$ cat config.mk
export PLATFORM = sky130hd
export DESIGN_NAME = fir_decim_buffer_flat
export DESIGN_NICKNAME = d
export VERILOG_FILES = /design/src/rtl/fir_pkg.sv /design/src/rtl/fir_decim_buffer_if.sv /design/src/rtl/sync_fifo_fwft.sv /design/src/rtl/fir_decim_buffer.sv /design/src/flat_wrapper.sv
export SDC_FILE = /design/constraint.sdc
export NUM_CORES = 1
export LEC_CHECK = 0
export ABC_AREA = 1
export ABC_CLOCK_PERIOD_IN_PS = 5200
export CAP_MARGIN = 20
export CORE_MARGIN = 10
export CORE_UTILIZATION = 28
export DETAILED_ROUTE_END_ITERATION = 7
export GPL_ROUTABILITY_DRIVEN = 1
export HOLD_SLACK_MARGIN = 0.15
export PLACE_DENSITY_LB_ADDON = 0.12
export SLEW_MARGIN = 30
export SYNTH_ARGS = -nofsm -noshare
export SYNTH_HDL_FRONTEND = slang
export SYNTH_SLANG_ARGS = --single-unit
$ cat constraint.sdc
create_clock -name clk -period 5.2 [get_ports clk]
set_input_delay 0.78 -clock clk [delete_from_list [all_inputs] [get_ports clk]]
set_output_delay 0.78 -clock clk [all_outputs]
set_load 0.02 [all_outputs]
$ cat src/rtl/fir_pkg.sv
// Shared definitions for the FIR filter and its downstream decimation stage.
package fir_pkg;
  localparam int DEF_DATA_W = 8;

  typedef logic signed [DEF_DATA_W-1:0] sample_t;

  // An accumulator of data_w + decim_log2 bits holds 2^decim_log2 samples without overflow.
  function automatic int acc_w(input int data_w, input int decim_log2);
    return data_w + decim_log2;
  endfunction
endpackage

$ cat src/rtl/fir_decim_buffer_if.sv
// Output stream of the decimation buffer: FWFT head, valid/ready handshake, occupancy.
interface fir_decim_buffer_if
  import fir_pkg::*;
#(
  parameter int DATA_W  = DEF_DATA_W,
  parameter int FIFO_AW = 3
);
  logic signed [DATA_W-1:0] out_data;
  logic                     out_valid;
  logic                     out_ready;
  logic [FIFO_AW:0]         count;

  modport master (output out_data, out_valid, count, input out_ready);
  modport slave  (input out_data, out_valid, count, output out_ready);
endinterface

$ cat src/rtl/sync_fifo_fwft.sv
// First-word-fall-through FIFO; a push at full is accepted only alongside a pop.
module sync_fifo_fwft #(
  parameter int W  = 8,
  parameter int AW = 3
) (
  input  logic          clk,
  input  logic          rst,
  input  logic          push,
  input  logic [W-1:0]  push_data,
  input  logic          pop,
  output logic [W-1:0]  head,
  output logic          valid,
  output logic          drop,
  output logic [AW:0]   count
);
  localparam int DEPTH = 1 << AW;

  logic [W-1:0]  mem [DEPTH];
  logic [AW-1:0] wr_ptr;
  logic [AW-1:0] rd_ptr;
  logic          full;
  logic          do_push;
  logic          do_pop;

  assign valid   = (count != '0);
  assign full    = (count == (AW+1)'(DEPTH));
  assign do_pop  = pop && valid;
  assign do_push = push && (!full || do_pop);
  assign drop    = push && !do_push;
  assign head    = valid ? mem[rd_ptr] : '0;

  always_ff @(posedge clk or posedge rst) begin
    if (rst) begin
      wr_ptr <= '0;
      rd_ptr <= '0;
      count  <= '0;
    end else begin
      if (do_push) wr_ptr <= wr_ptr + 1'b1;
      if (do_pop)  rd_ptr <= rd_ptr + 1'b1;
      count <= count + (AW+1)'(do_push) - (AW+1)'(do_pop);
    end
  end

  // Storage carries no reset; count gates what is visible.
  always_ff @(posedge clk) begin
    if (do_push) mem[wr_ptr] <= push_data;
  end
endmodule

$ cat src/rtl/fir_decim_buffer.sv
// Block-average decimator (rounded, round half up) feeding a FWFT FIFO with a sticky drop flag.
module fir_decim_buffer
  import fir_pkg::*;
#(
  parameter int DATA_W     = DEF_DATA_W,
  parameter int DECIM_LOG2 = 2,
  parameter int FIFO_AW    = 3
) (
  input  logic                     clk,
  input  logic                     rst,
  input  logic                     en,
  input  logic signed [DATA_W-1:0] in,
  input  logic                     clear_ovf,
  output logic                     overflow,
  fir_decim_buffer_if.master       bus
);
  localparam int ACC_W = acc_w(DATA_W, DECIM_LOG2);
  localparam int PH_W  = (DECIM_LOG2 == 0) ? 1 : DECIM_LOG2;
  localparam int LAST  = (1 << DECIM_LOG2) - 1;
  localparam int RND   = (1 << DECIM_LOG2) >> 1;

  logic signed [ACC_W-1:0]  acc_p0;
  logic [PH_W-1:0]          phase_p0;
  logic signed [ACC_W-1:0]  sum;
  logic signed [DATA_W-1:0] result;
  logic                     group_end;
  logic                     push_vld;
  logic                     fifo_drop;
  logic [DATA_W-1:0]        head;

  // Sum + 2^(L-1) stays inside ACC_W bits even at the extremes, so no saturation.
  function automatic logic signed [DATA_W-1:0] round_avg(input logic signed [ACC_W-1:0] s);
    logic signed [ACC_W-1:0] t;
    t = (s + ACC_W'(RND)) >>> DECIM_LOG2;
    return t[DATA_W-1:0];
  endfunction

  assign sum       = acc_p0 + ACC_W'(in);
  assign group_end = (phase_p0 == PH_W'(LAST));
  assign push_vld  = en && group_end;
  assign result    = round_avg(sum);

  always_ff @(posedge clk or posedge rst) begin
    if (rst) begin
      acc_p0   <= '0;
      phase_p0 <= '0;
    end else if (en) begin
      if (group_end) begin
        acc_p0   <= '0;
        phase_p0 <= '0;
      end else begin
        acc_p0   <= sum;
        phase_p0 <= phase_p0 + 1'b1;
      end
    end
  end

  // Setting the flag takes priority over a clear on the same edge.
  always_ff @(posedge clk or posedge rst) begin
    if (rst)            overflow <= 1'b0;
    else if (fifo_drop) overflow <= 1'b1;
    else if (clear_ovf) overflow <= 1'b0;
  end

  sync_fifo_fwft #(
    .W  (DATA_W),
    .AW (FIFO_AW)
  ) u_fifo (
    .clk       (clk),
    .rst       (rst),
    .push      (push_vld),
    .push_data (result),
    .pop       (bus.out_ready),
    .head      (head),
    .valid     (bus.out_valid),
    .drop      (fifo_drop),
    .count     (bus.count)
  );

  assign bus.out_data = head;
endmodule
$ cat src/flat_wrapper.sv
// flat-port wrapper written by rule: the top's interface ports become plain ports
module fir_decim_buffer_flat import fir_pkg::*;
#(
  parameter int DATA_W     = DEF_DATA_W,
  parameter int DECIM_LOG2 = 2,
  parameter int FIFO_AW    = 3
)
  (clk, rst, en, in, clear_ovf, overflow, bus_out_data, bus_out_valid, bus_count, bus_out_ready);
  fir_decim_buffer_if #(.DATA_W(DATA_W), .FIFO_AW(FIFO_AW)) bus_i ();
  input  logic clk;
  input  logic rst;
  input  logic en;
  input  logic signed [DATA_W-1:0] in;
  input  logic clear_ovf;
  output logic overflow;
  output wire logic [$bits(bus_i.out_data)-1:0] bus_out_data;
  output wire logic [$bits(bus_i.out_valid)-1:0] bus_out_valid;
  output wire logic [$bits(bus_i.count)-1:0] bus_count;
  input wire logic [$bits(bus_i.out_ready)-1:0] bus_out_ready;
  assign bus_out_data = bus_i.out_data;
  assign bus_out_valid = bus_i.out_valid;
  assign bus_count = bus_i.count;
  assign bus_i.out_ready = bus_out_ready;
  fir_decim_buffer #(.DATA_W(DATA_W), .DECIM_LOG2(DECIM_LOG2), .FIFO_AW(FIFO_AW)) u_core (.clk(clk), .rst(rst), .en(en), .in(in), .clear_ovf(clear_ovf), .overflow(overflow), .bus(bus_i));
endmodule
# Word-level counts from Yosys, hierarchy flattened
# Memory sizes are Yosys's and may differ from the RTL's.
# Index checks and enable logic that the tools add are counted.
# op_classes
n_reduce_logical	9
muxes	7
eq_ne	2
n_addsub	7
# ops
op	n
adder 10 x 3 -> 10 bit (second input constant)	1
adder 10 x 8 -> 10 bit	1
2-to-1 mux 10 bit	1
2-to-1 mux 8 bit	1
adder 3 x 1 -> 3 bit (second input constant)	2
adder 4 x 1 -> 4 bit	1
equality test 4 bit (second input constant)	1
logical AND 1 bit	4
2-to-1 mux 1 bit	4
nonzero test 4 bit	1
subtractor 4 x 1 -> 4 bit	1
adder 2 x 1 -> 2 bit (second input constant)	1
equality test 2 bit (second input constant)	1
zero test 1 bit	2
2-to-1 mux 2 bit	1
nonzero test 2 bit	1
logical OR 1 bit	1
# totals
mem_count	1
ramBits	64
reg_bits	23
out_inout_bits	14
word_cells	32
# mem_list
memory	words	width	rd	rd_clocked_by_memory_dff	wr	line_no	rtl
u_core.u_fifo.mem	8	8	1	0	1	sync_fifo_fwft.sv:18	logic [W-1:0] mem [DEPTH];

# Depth between registers and ports, before layout
# Gate-level depths: netlist of the first run.
# depth
ltp_word	7
mapped_depth	13
depth_no_buf	13

# Cells and area by module
# A second synthesis of the first run with hierarchy kept.
# hier_totals
cells_unflattened	549
hier_area_um2	4845.9
# modules_own_cells
mod	area_each_um2	n_inst	cells_per_inst	seq_area_each_um2
sync_fifo_fwft	3483.3	1	355	2172.1
fir_decim_buffer	1362.6	1	194	325.3

# Worst setup path before layout of the first run
# OpenSTA, ideal clock, no wires.
# synth_path
kind	input -> register
from	input in[0]
to	memory u_core.u_fifo.mem[0][5], data pin
cell_stages	10
t_required_ns	4.977
setup_slack_ns	2.577
setup_ns	0.223
arrival_time_ns	2.400
n_path_buf	0
cell_sequence	ha_1 fa_1 nand2_1 nand2_1 inv_1 ha_1 nand3_1 nor2_4 nand3_2 xor2_1
# synth_via
elab_chain_len	2
# synth_rtl
element	line_no	rtl
from (decl)	flat_wrapper.sv:13	input logic signed [DATA_W-1:0] in;
adder 10 x 8 -> 10 bit	fir_decim_buffer.sv:38	assign sum = acc_p0 + ACC_W'(in);
adder 10 x 3 -> 10 bit	fir_decim_buffer.sv:34	t = (s + ACC_W'(RND)) >>> DECIM_LOG2;
named net u_core.result[5]	fir_decim_buffer.sv:25	logic signed [DATA_W-1:0] result;
to (decl)	sync_fifo_fwft.sv:18	
# The timed path passes the listed nets, and every way through them passes these cells.

# Worst setup path in the final report of the first run
# layout_path
from	register u_core.u_fifo.rd_ptr[0]
to	output bus_out_data[2]
# layout_via
elab_chain_len	2
# layout_rtl
element	line_no	rtl
from (decl)	sync_fifo_fwft.sv:20	logic [AW-1:0] rd_ptr;
from (signal assigned)	sync_fifo_fwft.sv:39	if (do_pop) rd_ptr <= rd_ptr + 1'b1;
memory read (8 x 8 bit)	n/a	
2-to-1 mux 8 bit	sync_fifo_fwft.sv:30	assign head = valid ? mem[rd_ptr] : '0;
to (decl)	flat_wrapper.sv:16	output wire logic [$bits(bus_i.out_data)-1:0] bus_out_data;
# Every way passes these cells.

==> load_flow_metrics.sql, run 1 <==
INSERT INTO impl_metrics (metric_group, metric, value, unit) VALUES
('outcome', 'status', 'complete, no violations', ''),
('sta', 'hold_viol', '0', ''),
('finish', 'share_of_final_layout_standard_cells_stronger_than_drive_strength_1', '8.009', '%'),
('grt', 'grt_pass1_vias', '2807', ''),
('synth', 'netlist_area', '4289', 'sq um'),
('sta', 'setup_violations', '0', ''),
('critical_path', 'crit_path_max_fanout', '33', ''),
('synth', 'synthTopCellsByCount', 'nor2_1 (81), nand2_1 (76), edfxtp_1 (64)', ''),
('finish', 'finish.cell_count_without_fillers', '650', ''),
('floorplanning', 'pin_count', '27', ''),
('cts', 'tritoncts_sinks', '87', ''),
('critical_path', 'end_kind', 'primary output', ''),
('finish', 'area_growth_syn_to_layout', '16.89', '%'),
('sta', 'fin_worst_skew', '0.009846', 'ns'),
('sta', 'timing_worst_slew_pin_value', '0.8513', 'ns'),
('power_and_ir_drop', 'ir_worst_vdd', '0.1806', 'mV'),
('critical_path', 'worstRegToRegCells', '10', ''),
('cts', 'post_cts_resized', '0', ''),
('routing', 'dr.pass1.iters', '4', ''),
('critical_path', 'crit_path_frequent_cell', 'nor2_1', ''),
('floorplanning', 'floorplan.core_area', '15090', 'sq um'),
('routing', 'wl_per_cell', '15.04', 'um'),
('critical_path', 'crit_chain', 'inv_2 -> nor2_1 -> o32ai_1 -> nor2_1 -> nor2_1 -> clkdlybuf4s50_1', ''),
('finish', 'antennaDiodeCount', '0', ''),
('synth', 'synth_top_cell_by_area', 'edfxtp_1', ''),
('cts', 'clock_tree.buffer_depth', '2', ''),
('critical_path', 'timing.critical_path.from', 'u_core.u_fifo.rd_ptr[0]', ''),
('power_and_ir_drop', 'power.total', '3.252', 'mW'),
('critical_path', 'crit_path_start_kind', 'flop', ''),
('cts', 'clk-insertion-delay-late', '0.33', 'ns'),
('synth', 'ys.flop_type', 'edfxtp_1', ''),
('worst_hold_path', 'hp-start', 'u_core.phase_p0[1]', ''),
('cts', 'cts_root_buf', 'clkbuf_16', ''),
('sta', 'period_share', '62.93', '%'),
('synth', 'ys_top_cells_by_area', 'edfxtp_1 (45%), dfrtp_1 (13%), nor2_1 (7.1%)', ''),
('critical_path', 'setup.reg_to_reg.worst_slack', '2.52', 'ns'),
('sta', 'slew_headroom', '43.04', '%'),
('finish', 'nFillCells', '1546', ''),
('synth', 'average_footprint_of_a_synthesized_cell', '9.975', 'sq um'),
('synth', 'synthesis.yosys.warnings', '0', ''),
('finish', 'final_core_util', '33.23', '%'),
('synth', 'synth_largest_type_area_fraction', '44.81', '%'),
('routing', 'detail_route.wirelength', '9776', 'um'),
('critical_path', 'crit_path_top_delay_cell', 'clkdlybuf4s50_1', ''),
('sta', 'rsz0062_at_grt', 'no', ''),
('routing', 'route.vias.total', '2918', ''),
('critical_path', 'reg2reg_launch_point', 'u_core.acc_p0[0]', ''),
('floorplanning', 'start_util', '28.42', '%'),
('floorplanning', 'num_rows', '45', ''),
('synth', 'async_set_reset_flop_share_out_of_synthesis', '26.44', '%'),
('placed_design', 'numPortBuffers', '26', ''),
('routing', 'detail_route.drc_violations', '0', ''),
('cts', 'htree_levels', '3', ''),
('critical_path', 'worst_r2r_endpoint', 'u_core.u_fifo.mem[7][5]', ''),
('power_and_ir_drop', 'power-per-cell-area', '648.7', 'nW/um^2'),
('cts', 'cts.clk_slew.worst_paths', '0.06', 'ns'),
('sta', 'finalMaxSlewViolations', '0', ''),
('cts', 'tritoncts', 'done', ''),
('grt', 'grt_usage', '9.843', '%'),
('floorplanning', 'dieWidth', '143.8', 'um'),
('grt', 'grt_start_max_net_pins', '35', ''),
('floorplanning', 'fp.dieArea', '20670', 'sq um'),
('sta', 'min_period', '3.273', 'ns'),
('worst_hold_path', 'worstHoldPathType', 'flop to flop', ''),
('run', 'cap_viol_max_count', '0', ''),
('sta', 'finalSetupTns', '0', 'ns'),
('critical_path', 'cp_data_required_time', '4.42', 'ns'),
('synth', 'synthCells', '430', ''),
('critical_path', 'arrival_time_of_data_at_the_critical_path_endpoint', '2.49', 'ns'),
('placed_design', 'detailedPlacementHpwl', '6862', 'um'),
('synth', 'synth_enable_flop_cells', '64', '');
## how the worst min path moves through the flow
stage                               endpoint  slack [ns]  cells after the start
after detailed placement  u_core.phase_p0[1]        0.47                      2
after global placement    u_core.phase_p0[1]        0.46                      2
after floorplan           u_core.phase_p0[1]        0.45                      2
after global routing      u_core.phase_p0[1]        0.49                      2
final                     u_core.phase_p0[1]        0.48                      2
after CTS                 u_core.phase_p0[1]        0.49                      2
## sequential cells by signal, indices dropped and copies added, names as in the netlist
register / count
u_core.u_fifo.wr_ptr: 3
u_core.overflow: 1
u_core.u_fifo.rd_ptr: 3
u_core.phase_p0: 2
u_core.u_fifo.count: 4
u_core.acc_p0: 10
u_core.u_fifo.mem: 64
## metrics by stage
| step | cell area (sq um) | setup WS (ns) | hold WS, ns |
|---|---|---|---|
| after floorplan | 4289 | 2.577 | 0.4459 |
| after global placement | 4745 | 1.798 | 0.4620 |
| after detailed placement | 4753 | 1.646 | 0.4732 |
| after CTS | 5011 | 1.894 | 0.4893 |
| after global routing | 5014 | 1.772 | 0.4950 |
| final | 5014 | 1.927 | 0.4841 |
## power by group
part,internal (mW),switching (mW)
sequential,1.06,0.118
clock,0.319,0.242
combinational,0.529,0.988
total,1.90,1.35
## kinds of logic after synthesis
logic type               share of synthesized area, %
AND/OR/NAND/NOR                                 19.78
flip-flops                                      58.23
AO/OA/AOI/OAI                                   8.431
buffers and inverters                           5.046
adder cells (fa/ha/maj)                         6.476
XOR/XNOR                                        2.042
## critical path: cells and delay by family (launching register included)
kind / cells / cell delay, ns
buffers and inverters: 2 / 1.08
and+or+nand+nor: 3 / 0.33
DFF: 1 / 0.39
AOI/OAI and AO/OA: 1 / 0.35
## cell usage in the layout, fill, tap and decap left out, drive strengths merged, types with 2 or more instances in the layout
master | synthesis | final
nor2 | 86 | 86
nand2 | 86 | 86
edfxtp | 64 | 64
inv | 45 | 45
o21ai | 33 | 33
clkdlybuf4s50 | 0 | 26
dfrtp | 23 | 23
nand3 | 22 | 22
ha | 19 | 19
o32ai | 16 | 16
clkbuf | 6 | 11
xor2 | 8 | 8
a21oi | 5 | 5
clkinv | 0 | 4
a22o | 2 | 2
xnor2 | 2 | 2
nand4 | 2 | 2
fa | 2 | 2
## routing by layer
layer / wire, um / global-route usage [%]
met1: 4871 / 12.98
met2: 4596 / 15.75
met3: 176 / 1.848
met4: 132 / 3.493
met5: 0 / 0
## layout make-up
class,instances,share of cell area (%)
repair buffers,27,5.341
well taps,188,4.692
inverters,45,3.369
clock inverters,5,0.4991
multi-input cells,287,31.62
clock buffers,11,4.642
flip-flops and latches,87,49.84
Note: power is estimated with default switching activity, not from simulation.
==> run 2, diff against run 1 <==
--- a/config.mk
+++ b/config.mk
@@ -6,7 +6,7 @@
 export NUM_CORES = 1
 export LEC_CHECK = 0
 export ABC_AREA = 1
-export ABC_CLOCK_PERIOD_IN_PS = 5200
+export ABC_CLOCK_PERIOD_IN_PS = 3150
 export CAP_MARGIN = 20
 export CORE_MARGIN = 10
 export CORE_UTILIZATION = 28
==> constraint.sdc (replaced) <==
create_clock -name clk -period 3.15 [get_ports clk]
set_input_delay 0.4725 -clock clk [delete_from_list [all_inputs] [get_ports clk]]
set_output_delay 0.4725 -clock clk [all_outputs]
set_load 0.02 [all_outputs]
==> run 2 against run 1 <==
Effect of this change:
- sequential share of layout area decreased by 2.0 points
- worst hold slack got worse by 0.0063 ns
- clock skew shrank 0.0049 ns
- die area unchanged
- combinational power rose by 78%
- non-clock buffer count up 18
- critical path type is now input port to flop
==> load_flow_metrics.sql, run 2 (synthesis gave the netlist of run 1 again) <==
INSERT INTO impl_metrics (metric_group, metric, value, unit) VALUES
('sta', 'rsz0062_at_grt', 'no', ''),
('critical_path', 'worstRegToRegCells', '11', ''),
('cts', 'post_cts_resized', '0', ''),
('power_and_ir_drop', 'p_switching', '2.264', 'mW'),
('run', 'cap_viol_max_count', '0', ''),
('floorplanning', 'dieWidth', '143.8', 'um'),
('sta', 'maxClockFrequency', '0.3541', 'GHz'),
('cts', 'tritoncts', 'done', ''),
('critical_path', 'crit_path_start_kind', 'input port', ''),
('power_and_ir_drop', 'p_int', '3.499', 'mW'),
('floorplanning', 'fp.dieArea', '20670', 'sq um'),
('finish', 'reg.largest.list', 'u_core.u_fifo.mem (64), u_core.acc_p0 (10), u_core.u_fifo.count (4)', ''),
('finish', 'postLayoutCellArea', '5218', 'sq um'),
('cts', 'tritoncts_sinks', '87', ''),
('placed_design', 'detailedPlacementHpwl', '7098', 'um'),
('routing', 'avgViaCountPerCell', '4.531', ''),
('routing', 'ant_nets', '0', ''),
('sta', 'finalMaxSlewViolations', '0', ''),
('cts', 'htree_levels', '3', ''),
('sta', 'min_period', '2.824', 'ns'),
('power_and_ir_drop', 'p_seq_share', '32.2', '%'),
('power_and_ir_drop', 'power-per-cell-area', '1105', 'nW/um^2'),
('worst_hold_path', 'worstHoldPathType', 'flop to flop', ''),
('routing', 'detail_route.iter0.violations', '149', ''),
('cts', 'cts_setup_buffers', '0', ''),
('grt', 'antenna_found_initial', '0', ''),
('finish', 'largest-register', 'u_core.u_fifo.mem', ''),
('routing', 'dr.pass1.iters', '4', ''),
('critical_path', 'crit_path_end', 'u_core.u_fifo.mem[0][5]', ''),
('floorplanning', 'floorplan.core_area', '15090', 'sq um'),
('critical_path', 'crit_path_max_fanout', '8', ''),
('floorplanning', 'pin_count', '27', ''),
('cts', 'clk-insertion-delay-late', '0.34', 'ns'),
('critical_path', 'timing_worst_setup_path_type', 'input port to flop', ''),
('cts', 'cts.clk_slew.worst_paths', '0.06', 'ns'),
('routing', 'wl_per_cell', '15.08', 'um'),
('sta', 'slew_headroom', '58.87', '%'),
('placed_design', 'post_dp_cell_area', '4880', 'sq um'),
('sta', 'finalSetupTns', '0', 'ns'),
('grt', 'grt_start_max_net_pins', '34', ''),
('grt', 'grt_overflow', '0', ''),
('grt', 'grt_pass1_wl', '16460', 'um'),
('finish', 'antennaDiodeCount', '0', ''),
('critical_path', 'cp_data_required_time', '3.22', 'ns'),
('power_and_ir_drop', 'ir_worst_vdd', '0.3410', 'mV'),
('sta', 'period_share', '89.64', '%'),
('critical_path', 'arrival_time_of_data_at_the_critical_path_endpoint', '2.89', 'ns'),
('grt', 'grt_pass1_vias', '3112', ''),
('critical_path', 'reg2reg_launch_point', 'u_core.acc_p0[0]', ''),
('finish', 'share_of_final_layout_standard_cells_stronger_than_drive_strength_1', '10.63', '%'),
('power_and_ir_drop', 'power.total', '5.763', 'mW'),
('power_and_ir_drop', 'sw_frac_of_total', '39.28', '%'),
('sta', 'hold_viol', '0', ''),
('critical_path', 'worst_r2r_endpoint', 'u_core.u_fifo.mem[0][5]', ''),
('placed_design', 'numPortBuffers', '26', ''),
('cts', 'cts-hold-fix-buffers', '0', ''),
('routing', 'detail_route.drc_violations', '0', ''),
('power_and_ir_drop', 'p_leak', '2.153', 'nW'),
('floorplanning', 'chipHeight', '143.8', 'um'),
('placed_design', 'finalWeightedCongestion', '0.8095', ''),
('sta', 'setup_violations', '0', ''),
('grt', 'grt_usage', '10.48', '%'),
('cts', 'cts_inserted_buffers', '9', ''),
('outcome', 'status', 'complete, no violations', ''),
('floorplanning', 'num_rows', '45', ''),
('critical_path', 'setup.reg_to_reg.worst_slack', '0.52', 'ns'),
('power_and_ir_drop', 'power.combinational.fraction', '47.0', '%'),
('floorplanning', 'start_util', '28.42', '%'),
('finish', 'number_of_flip_flops_under_the_largest_register_name', '64', ''),
('finish', 'area_growth_syn_to_layout', '21.65', '%'),
('finish', 'layout_commonest_cell', 'nor2_1', ''),
('cts', 'clock_tree.buffer_depth', '2', ''),
('sta', 'fin_worst_skew', '0.004993', 'ns'),
('power_and_ir_drop', 'clockPowerShare', '20.9', '%'),
('critical_path', 'timing.critical_path.from', 'in[0]', ''),
('finish', 'finalNetCount', '509', ''),
('routing', 'detail_route.wirelength', '10080', 'um'),
('finish', 'layout_common_cells', 'nor2_1 (81), nand2_1 (76), edfxtp_1 (64), inv_1 (44), o21ai_0 (33)', ''),
('critical_path', 'end_kind', 'flop', ''),
('sta', 'timing_worst_slew_pin_value', '0.6148', 'ns'),
('cts', 'cts_root_buf', 'clkbuf_16', ''),
('routing', 'route.vias.total', '3027', '');
-- run 2: cell types whose count changed in the layout (fill, tap and decap cells not counted), sizes merged --
cell      previous run  this run
clkinv               4         1
bufinv               0         3
buf                  1        19
clkbuf              11        10
clkinvlp             1         2
-- run 2: critical path, cell delays in order --
cell and delay (ns):
clkdlybuf4s50_1 0.42, ha_1 0.28, fa_1 0.40, nand2_1 0.09
nand2_1 0.09, inv_1 0.07, ha_1 0.18, nand3_1 0.13
nor2_4 0.13, buf_4 0.13, nand3_2 0.07, xor2_1 0.43
-- run 2: area by class of cell --
| cell class | instances | area, sq um |
|---|---|---|
| flip-flops and latches | 87 | 2497 |
| inverters | 45 | 168.9 |
| clock buffers | 10 | 229.0 |
| fillers | 1541 | 9872 |
| repair buffers | 45 | 402.9 |
| clock inverters | 6 | 108.9 |
| multi-input cells | 287 | 1575 |
| well taps | 188 | 235.2 |
-- run 2: how the worst min path moves through the flow --
stage	from	cells after the start	endpoint
after global placement	u_core.phase_p0[1]	2	u_core.phase_p0[1]
after floorplan	u_core.phase_p0[1]	2	u_core.phase_p0[1]
after detailed placement	u_core.phase_p0[1]	2	u_core.phase_p0[1]
final	u_core.phase_p0[1]	2	u_core.phase_p0[1]
after CTS	u_core.phase_p0[1]	2	u_core.phase_p0[1]
after global routing	u_core.phase_p0[1]	2	u_core.phase_p0[1]
-- run 2: stage by stage --
stage / std cells / utilization, % / worst slack [ns] / hold slack, ns
after floorplan: 430 / - / 0.8309 / 0.4459
after CTS: 668 / 34.58 / 0.2912 / 0.4838
final: 668 / 34.58 / 0.3262 / 0.4778
after global routing: 668 / 34.58 / 0.1355 / 0.5131
after global placement: 652 / 32.34 / 0.06234 / 0.4606
after detailed placement: 652 / 32.34 / -0.008658 / 0.4694
-- run 2: per-layer routing --
metal	track usage, %	wire (um)
met5	0	0
met4	3.708	145
met3	2.178	305
met2	18.24	4981
met1	12.47	4643
-- run 2: power by group through the flow --
| stage | clock, mW | sequential [mW] | combinational, mW |
|---|---|---|---|
| finish | 1.20 | 1.85 | 2.71 |
| global route | 1.29 | 1.88 | 3.09 |
| CTS | 1.23 | 1.85 | 2.78 |
| detailed placement | 0 | 1.87 | 2.77 |
| global placement | 0 | 1.87 | 2.72 |
| floorplan | 0 | 1.89 | 1.76 |
==> run 3, diff against run 2 <==
--- a/config.mk
+++ b/config.mk
@@ -8,12 +8,12 @@
 export ABC_AREA = 1
 export ABC_CLOCK_PERIOD_IN_PS = 3150
 export CAP_MARGIN = 20
-export CORE_MARGIN = 10
 export CORE_UTILIZATION = 28
 export DETAILED_ROUTE_END_ITERATION = 7
 export GPL_ROUTABILITY_DRIVEN = 1
 export HOLD_SLACK_MARGIN = 0.15
 export PLACE_DENSITY_LB_ADDON = 0.12
+export SKIP_LAST_GASP = 1
 export SLEW_MARGIN = 30
 export SYNTH_ARGS = -nofsm -noshare
 export SYNTH_HDL_FRONTEND = slang
==> run 3 against run 2 <==
Effect of this change:
- first-iteration DRC count is 38% higher
- register-to-register slack better by 0.10 ns
- die area is 23% lower
- design area is 0.60% lower
- final cell count is 0.45% lower
- count of clock-buffer cells in the layout is 1 lower
- worst setup slack better by 0.035 ns
- clock power is 10% lower
- largest cell class unchanged
- highest routed layer unchanged
==> load_flow_metrics.sql, run 3 (synthesis gave the netlist of run 1 again) <==
INSERT INTO impl_metrics (metric_group, metric, value, unit) VALUES
('critical_path', 'cp.buffers_inverters', '3', ''),
('critical_path', 'arrival_time_of_data_at_the_critical_path_endpoint', '2.32', 'ns'),
('cts', 'cts-hold-fix-buffers', '0', ''),
('finish', 'layout_common_cells', 'nor2_1 (81), nand2_1 (76), edfxtp_1 (64), inv_1 (44), o21ai_0 (33)', ''),
('power_and_ir_drop', 'sw_frac_of_total', '40.55', '%'),
('routing', 'ant_nets', '0', ''),
('critical_path', 'crit_path_frequent_cell', 'nor2_1', ''),
('cts', 'cts_inserted_buffers', '9', ''),
('power_and_ir_drop', 'ir_worst_vdd', '0.3335', 'mV'),
('routing', 'route.vias.total', '2986', ''),
('worst_hold_path', 'worstHoldPathType', 'flop to flop', ''),
('critical_path', 'crit_path_start_kind', 'flop', ''),
('finish', 'area_growth_syn_to_layout', '20.92', '%'),
('sta', 'timing_worst_slew_pin_value', '0.5368', 'ns'),
('power_and_ir_drop', 'clockPowerShare', '19.2', '%'),
('power_and_ir_drop', 'p_int', '3.356', 'mW'),
('sta', 'min_period', '2.789', 'ns'),
('critical_path', 'cp_slowest_stage_delay', '0.64', 'ns'),
('grt', 'grt_pass1_vias', '2884', ''),
('placed_design', 'finalWeightedCongestion', '0.7598', ''),
('outcome', 'status', 'complete, no violations', ''),
('cts', 'htree_levels', '3', ''),
('cts', 'tritoncts', 'done', ''),
('power_and_ir_drop', 'p_seq_share', '32.9', '%'),
('finish', 'antennaDiodeCount', '0', ''),
('grt', 'grt_pass1_wl', '15730', 'um'),
('floorplanning', 'floorplan.core_area', '14750', 'sq um'),
('floorplanning', 'pin_count', '27', ''),
('critical_path', 'crit_chain', 'inv_1 -> buf_4 -> nor2_1 -> o32ai_1 -> o21ai_0 -> nor2_1 -> clkdlybuf4s50_1', ''),
('cts', 'cts_root_buf', 'clkbuf_16', ''),
('placed_design', 'worst_setup_slack_before_clock_tree_synthesis', '0.05043', 'ns'),
('finish', 'share_of_final_layout_standard_cells_stronger_than_drive_strength_1', '11.23', '%'),
('routing', 'detail_route.wirelength', '9856', 'um'),
('floorplanning', 'fp.dieArea', '15820', 'sq um'),
('run', 'cap_viol_max_count', '0', ''),
('power_and_ir_drop', 'p_switching', '2.289', 'mW'),
('critical_path', 'cp_data_required_time', '2.68', 'ns'),
('cts', 'cts_setup_buffers', '0', ''),
('finish', 'reg.largest.list', 'u_core.u_fifo.mem (64), u_core.acc_p0 (10), u_core.u_fifo.count (4)', ''),
('routing', 'detail_route.drc_violations', '0', ''),
('finish', 'largest-register', 'u_core.u_fifo.mem', ''),
('sta', 'fin_worst_skew', '0.009978', 'ns'),
('cts', 'cts.clk_slew.worst_paths', '0.07', 'ns'),
('sta', 'slew_headroom', '64.16', '%'),
('sta', 'setup_violations', '0', ''),
('routing', 'wl_per_cell', '14.82', 'um'),
('sta', 'period_share', '88.54', '%'),
('power_and_ir_drop', 'power-per-cell-area', '1088', 'nW/um^2'),
('cts', 'tritoncts_sinks', '87', ''),
('critical_path', 'setup.reg_to_reg.worst_slack', '0.62', 'ns'),
('sta', 'maxClockFrequency', '0.3585', 'GHz'),
('placed_design', 'detailedPlacementHpwl', '6927', 'um'),
('floorplanning', 'chipHeight', '125.8', 'um'),
('placed_design', 'numPortBuffers', '26', ''),
('critical_path', 'crit_path_max_fanout', '24', ''),
('floorplanning', 'start_util', '29.07', '%'),
('cts', 'clk-insertion-delay-late', '0.34', 'ns'),
('grt', 'antenna_found_initial', '0', ''),
('cts', 'clock_tree.buffer_depth', '2', ''),
('sta', 'post-route-worst-setup-slack', '0.3609', 'ns'),
('power_and_ir_drop', 'p_leak', '2.147', 'nW'),
('routing', 'avgViaCountPerCell', '4.490', ''),
('power_and_ir_drop', 'power.combinational.fraction', '47.9', '%'),
('finish', 'number_of_flip_flops_under_the_largest_register_name', '64', ''),
('critical_path', 'cp_delay_by_family_top', 'buffers and inverters', ''),
('grt', 'grt_usage', '13.37', '%'),
('grt', 'grt_start_max_net_pins', '25', ''),
('grt', 'grt_overflow', '0', ''),
('sta', 'hold_viol', '0', ''),
('routing', 'dr.pass1.iters', '5', ''),
('critical_path', 'timing_worst_setup_path_type', 'flop to primary output', ''),
('finish', 'finalNetCount', '510', ''),
('critical_path', 'end_kind', 'primary output', ''),
('sta', 'rsz0062_at_grt', 'no', ''),
('critical_path', 'crit_path_top_delay_cell', 'clkdlybuf4s50_1', ''),
('finish', 'layout_commonest_cell', 'nor2_1', ''),
('sta', 'finalMaxSlewViolations', '0', ''),
('floorplanning', 'num_rows', '44', ''),
('sta', 'finalSetupTns', '0', 'ns'),
('cts', 'post_cts_resized', '0', ''),
('routing', 'detail_route.iter0.violations', '205', ''),
('floorplanning', 'dieWidth', '125.8', 'um');
[run 3: cell types whose count changed in the layout (fill, tap and decap cells not counted), sizes merged]
cell,delta
inv,+3
bufinv,-2
clkbuf,-1
buf,+1
[run 3: through the flow]
stage | std cells | power (mW) | util, % | hold slack, ns | instance area, sq um
final | 665 | 5.645 | 35.15 | 0.4787 | 5186
after global routing | 665 | 6.111 | 35.15 | 0.5194 | 5186
after CTS | 665 | 5.735 | 35.15 | 0.4900 | 5186
after detailed placement | 649 | 4.628 | 33.09 | 0.4729 | 4882
after global placement | 649 | 4.594 | 33.09 | 0.4649 | 4882
after floorplan | 430 | 3.642 | - | 0.4459 | 4289
[run 3: per-layer routing]
| metal | track usage, % | vias to the layer above | routed length, um |
|---|---|---|---|
| li1 | - | 1544 | - |
| met1 | 17.73 | 1391 | 4800 |
| met2 | 21.70 | 41 | 4684 |
| met3 | 2.251 | 10 | 232 |
| met4 | 5.528 | 0 | 139 |
| met5 | 0 | - | 0 |
[run 3: worst min-delay path: stages (launching register included)]
cell and delay, ns:
dfrtp_1 0.35, nand2_1 0.05, nand2_1 0.05
[run 3: layout make-up]
class | instances | area [sq um]
multi-input cells | 287 | 1575
clock buffers | 9 | 225.2
clock inverters | 7 | 78.83
fillers | 1487 | 9568
repair buffers | 46 | 410.4
well taps | 184 | 230.2
flip-flops and latches | 87 | 2497
inverters | 45 | 168.9
[run 3: final timing paths]
kind,startpoint,end,cells past startpoint
max in group asynchronous,rst,u_core.u_fifo.wr_ptr[1],2
min reg2reg,u_core.phase_p0[1],u_core.phase_p0[1],2
min,u_core.phase_p0[1],u_core.phase_p0[1],2
max,u_core.u_fifo.rd_ptr[0],bus_out_data[7],7
min in group asynchronous,rst,u_core.overflow,2
max reg2reg,u_core.acc_p0[0],u_core.u_fifo.mem[3][5],10
[run 3: power groups by stage]
stage                     clock (mW)  combinational [mW]  sequential (mW)
final                           1.08                2.71             1.86
after detailed placement           0                2.75             1.88
after global placement             0                2.72             1.88
after floorplan                    0                1.76             1.89
after global routing            1.15                3.08             1.87
after CTS                       1.12                2.76             1.85
